File: src/rtl/reg_file.sv
// RV32I architectural register file: two combinational read ports and one write port.
// Optional same-cycle write forwarding; registered observation copy of one register on a0.
module reg_file #(
  parameter int unsigned DATA_WIDTH = 32,
  parameter int unsigned ADDR_WIDTH = 5,
  parameter bit          BYPASS     = 1'b1,
  parameter int unsigned A0_IDX     = 10
) (
  input  logic                  clk,
  input  logic                  rst_n,
  input  logic [ADDR_WIDTH-1:0] ad1,
  input  logic [ADDR_WIDTH-1:0] ad2,
  input  logic [ADDR_WIDTH-1:0] ad3,
  input  logic                  we3,
  input  logic [DATA_WIDTH-1:0] wd3,
  output logic [DATA_WIDTH-1:0] rd1,
  output logic [DATA_WIDTH-1:0] rd2,
  output logic [DATA_WIDTH-1:0] a0
);

  localparam int unsigned           DEPTH   = 2 ** ADDR_WIDTH;
  localparam logic [ADDR_WIDTH-1:0] A0_ADDR = ADDR_WIDTH'(A0_IDX);

  // x0 has no storage; mem_view presents it as constant zero.
  logic [DATA_WIDTH-1:0] regs     [1:DEPTH-1];
  logic [DATA_WIDTH-1:0] mem_view [DEPTH];
  logic                  wr_en;

  // Gating with rst_n keeps a write pending during reset from being forwarded.
  assign wr_en = we3 && (ad3 != '0) && rst_n;

  always_comb begin
    mem_view[0] = '0;
    for (int unsigned i = 1; i < DEPTH; i++) begin
      mem_view[i] = regs[i];
    end
  end

  always_ff @(posedge clk or negedge rst_n) begin
    if (!rst_n) begin
      for (int unsigned i = 1; i < DEPTH; i++) begin
        regs[i] <= '0;
      end
    end else if (wr_en) begin
      for (int unsigned i = 1; i < DEPTH; i++) begin
        if (ad3 == ADDR_WIDTH'(i)) begin
          regs[i] <= wd3;
        end
      end
    end
  end

  // a0 tracks the post-write value, so a write shows up one edge later.
  always_ff @(posedge clk or negedge rst_n) begin
    if (!rst_n) begin
      a0 <= '0;
    end else if (wr_en && (ad3 == A0_ADDR)) begin
      a0 <= wd3;
    end else begin
      a0 <= mem_view[A0_ADDR];
    end
  end

  assign rd1 = (ad1 == '0)                      ? '0  :
               (BYPASS && wr_en && (ad3 == ad1)) ? wd3 : mem_view[ad1];
  assign rd2 = (ad2 == '0)                      ? '0  :
               (BYPASS && wr_en && (ad3 == ad2)) ? wd3 : mem_view[ad2];

  we3_known_a : assert property (@(posedge clk) disable iff (!rst_n) !$isunknown(we3));

endmodule

File: config.mk
export PLATFORM = sky130hd
export DESIGN_NAME = reg_file
export DESIGN_NICKNAME = d
export VERILOG_FILES = /design/src/rtl/reg_file.sv
export SDC_FILE = /design/constraint.sdc
export NUM_CORES = 2
export LEC_CHECK = 0
export ABC_AREA = 1
export CORE_ASPECT_RATIO = 1.25
export CORE_MARGIN = 2
export CORE_UTILIZATION = 35
export DETAILED_ROUTE_END_ITERATION = 7
export GPL_TIMING_DRIVEN = 0
export SETUP_SLACK_MARGIN = 0.4
export SLEW_MARGIN = 25
export SYNTH_ARGS = -nofsm -noshare
export SYNTH_HDL_FRONTEND = slang
export SYNTH_SLANG_ARGS = --single-unit
export TNS_END_PERCENT = 30
File: constraint.sdc
create_clock -name clk -period 2.9 [get_ports clk]
set_clock_uncertainty 0.15 [all_clocks]
set_input_delay 0.725 -clock clk [delete_from_list [all_inputs] [get_ports clk]]
set_output_delay 0.725 -clock clk [all_outputs]
set_load 0.03 [all_outputs]
==> qor.txt <==
initial antenna violation count: 40
Top Ports: 146
Slew HR: 19.09%
first-pass GRT wire length: 542700 µm
startpoint class of the critical path: input port
syn nets: 8061
Cells after Synth: 8011
failing checks: DRC, hold timing, setup timing
most used cell along the critical path: buf_16
share of layout cells above drive strength 1: 22.34%
placement-stage worst setup slack: -3.072 ns
R2R cell count: 2
wire length per cell: 38.52 µm
maximum clock rate: 0.2888 GHz
DRT Pass-1 Iters: 8
reg2reg start: mem_view[703]
Hold Fails Final Rpt: 12
max-slew violations: 0
Longest Clk Path Bufs: 3
row count: 165
Die Span X: 364.2 µm
clock tree from TritonCTS: done
drt via density: 6.427
worst skew pair latency: 0.83 ns
slowest stage delay, CP: 0.25 ns
# DRC: 2
Post-Route Utilization: 48.55%
measured slew at the worst slew-check pin: 1.214 ns
Starting Density: 35.16%
peak fanout along the critical path: 7
gpl congestion: 1.073
Synth Register Bits: 1024
crit path max-delay cell type: nand3_4
post-route ant nets: 0
R2R Setup Slk: 1.60 ns
pin count of the biggest net entering global routing: 118
# nets final: 8496
total CTS buffers: 117
First DRT Iteration DRCs: 11630
root buf cell: clkbuf_16
htree depth: 3
grt ovf: 0
library cells used by synthesis: 29
Detailed Route WL: 413400 µm
Sink Count: 1024
Clock Pin Slew Worst Setup and Hold Paths: 0.08 ns
worst path required time: 2.03 ns
pwr dens: 592.6 mW/mm²
gr usage total: 48.39%
max_cap viols: 0
period utilization: 119.4%
core box area: 0.1614 mm²
Leakage: 35.21 nW
Yosys warnings: 0
Seq/Total Area, Yosys: 45.14%
DIE AREA: 0.1655 mm²
Worst Path Buf+Inv: 6
crit-path cells: buf_16, buf_16, buf_16, buf_16, nand2_1, nand3_1, nand3_2, nand3_4, nand3_4, nand3_4, nand2_2, inv_2, buf_4
syn avg cell area: 7.086 µm²
crit end category: output pin
Die H: 454.3 µm
Crit Path Category: input port to output pin
WP data arrival: 2.59 ns
DP Wirelength: 284900 µm
number of global-route vias before repair: 62790
FF-to-FF End: a0[31]
Area Growth Syn to Fin: 38.07%
Power Total: 0.04645 W
routed vias: 68980
RSZ-0062 raised after global routing: yes
post-synth design cell area: 0.05677 mm²
Setup WS post-layout: -0.5625 ns
hold crit path type: input port to asynchronous set/reset pin
Peak supply drop: 0.5451 mV
Port Buffers: 139
fillers: 16030
outcome: complete, but fails checks
Final min period: 3.462 ns
# setup viols final: 64
worst hold slack: -0.005309 ns
cell family with most CP delay: buffers and inverters
[logic make-up (layout without fill, tap and decap cells)]
group                  after synthesis  count (layout)  synth area share, %
AND/OR/NAND/NOR                   5110            5110                38.53
flip-flops                        1024            1024                45.14
AO/OA/AOI/OAI                     1013            1013                9.347
buffers and inverters              858            1389                6.892
XOR/XNOR                             6               6              0.09259
other                                0              19                    0
[where the power goes]
group,internal (W),total [W],switching (W)
Clock,0.00962,0.0168,0.00720
Combinational,0.00400,0.0114,0.00744
Sequential,0.0162,0.0182,0.00201
[how the worst max path moves through the flow]
stage	start	to	slack (ns)	depth (start not counted)
after floorplan	ad1[0]	rd1[20]	0.19	13
after global placement	rst_n	mem_view[494]	-48.91	5
after detailed placement	ad2[2]	rd2[25]	-3.07	10
after CTS	ad1[0]	rd1[15]	-0.49	13
after global routing	ad1[0]	rd1[12]	-0.54	14
final	ad1[0]	rd1[15]	-0.56	13
[worst min-delay path, delay by kind of cell]
kind | cells | cell delay (ns)
buffers and inverters | 3 | 0.58
[layout by cell type (no fill, tap or decap), drive strengths merged, types with 7 or more instances in the layout]
master	count
dfrtp	1024
clkinv	22
diode	19
bufbuf	7
nor2	61
nand2	3127
or2	31
dlymetal6s2s	32
clkinvlp	18
clkdlybuf4s50	32
o211ai	8
nand3	1886
o21ai	962
buf	537
inv	139
bufinv	17
clkbuf	572
a21oi	42
dlygate4sd3	9
[cell type report]
type / count / area (µm²) / share of cell area, %
multi-input combinational: 6129 / 32150 / 41.02
sequential: 1024 / 25630 / 32.70
buffer: 720 / 8177 / 10.43
timing repair buffer: 316 / 4880 / 6.226
clock buffer: 157 / 3362 / 4.289
tap: 2171 / 2716 / 3.466
clock inverter: 58 / 793.3 / 1.012
inverter: 138 / 621.8 / 0.7934
antenna: 19 / 47.55 / 0.06066
[metal layers]
metal	vias up	part of all wire, %	global-route usage (%)
li1	27360	-	-
met3	2026	14	19.21
met2	5928	40	68.44
met1	33630	35	58.08
met4	39	10	38.35
met5	-	0.13	0.8780
[Yosys cell counts (all sizes together)]
cell	instances	area, µm²
a21oi	42	210.2
buf	315	1872
clkbuf	405	1520
dfrtp	1024	25620
inv	138	520.5
nand2	3127	11940
nand3	1886	9439
nand4	2	12.51
nor2	61	264.0
nor3	3	20.02
o211ai	8	60.06
o21ai	962	5029
o21bai	1	7.510
or2	31	193.9
xnor2	3	26.28
xor2	3	26.28
[state kept, by name (all words and copies together) (netlist names)]
signal    cells
mem_view    992
a0           32
[timing repair]
| action | CTS | global route |
|---|---|---|
| hold buffers | 7 | 6 |
| gates cloned | 43 | 19 |
| setup endpoints to repair | 1322 | 236 |
| pin swaps | 179 | 279 |
| resized for setup | 1990 | 518 |
| endpoints found under the hold margin | 126 | 1 |
| setup buffers | 62 | 28 |
[stage by stage]
step | cell area, µm² | instances | TNS [ns]
floorplan | 57780 | 8011 | 0
global placement | 61890 | 10320 | -
detailed placement | 62290 | 10330 | -1562.86
CTS | 75090 | 10660 | -24.99
global route | 78340 | 10720 | -29.64
finish | 78380 | 10730 | -30.63
Note: power is estimated with default switching activity, not from simulation.
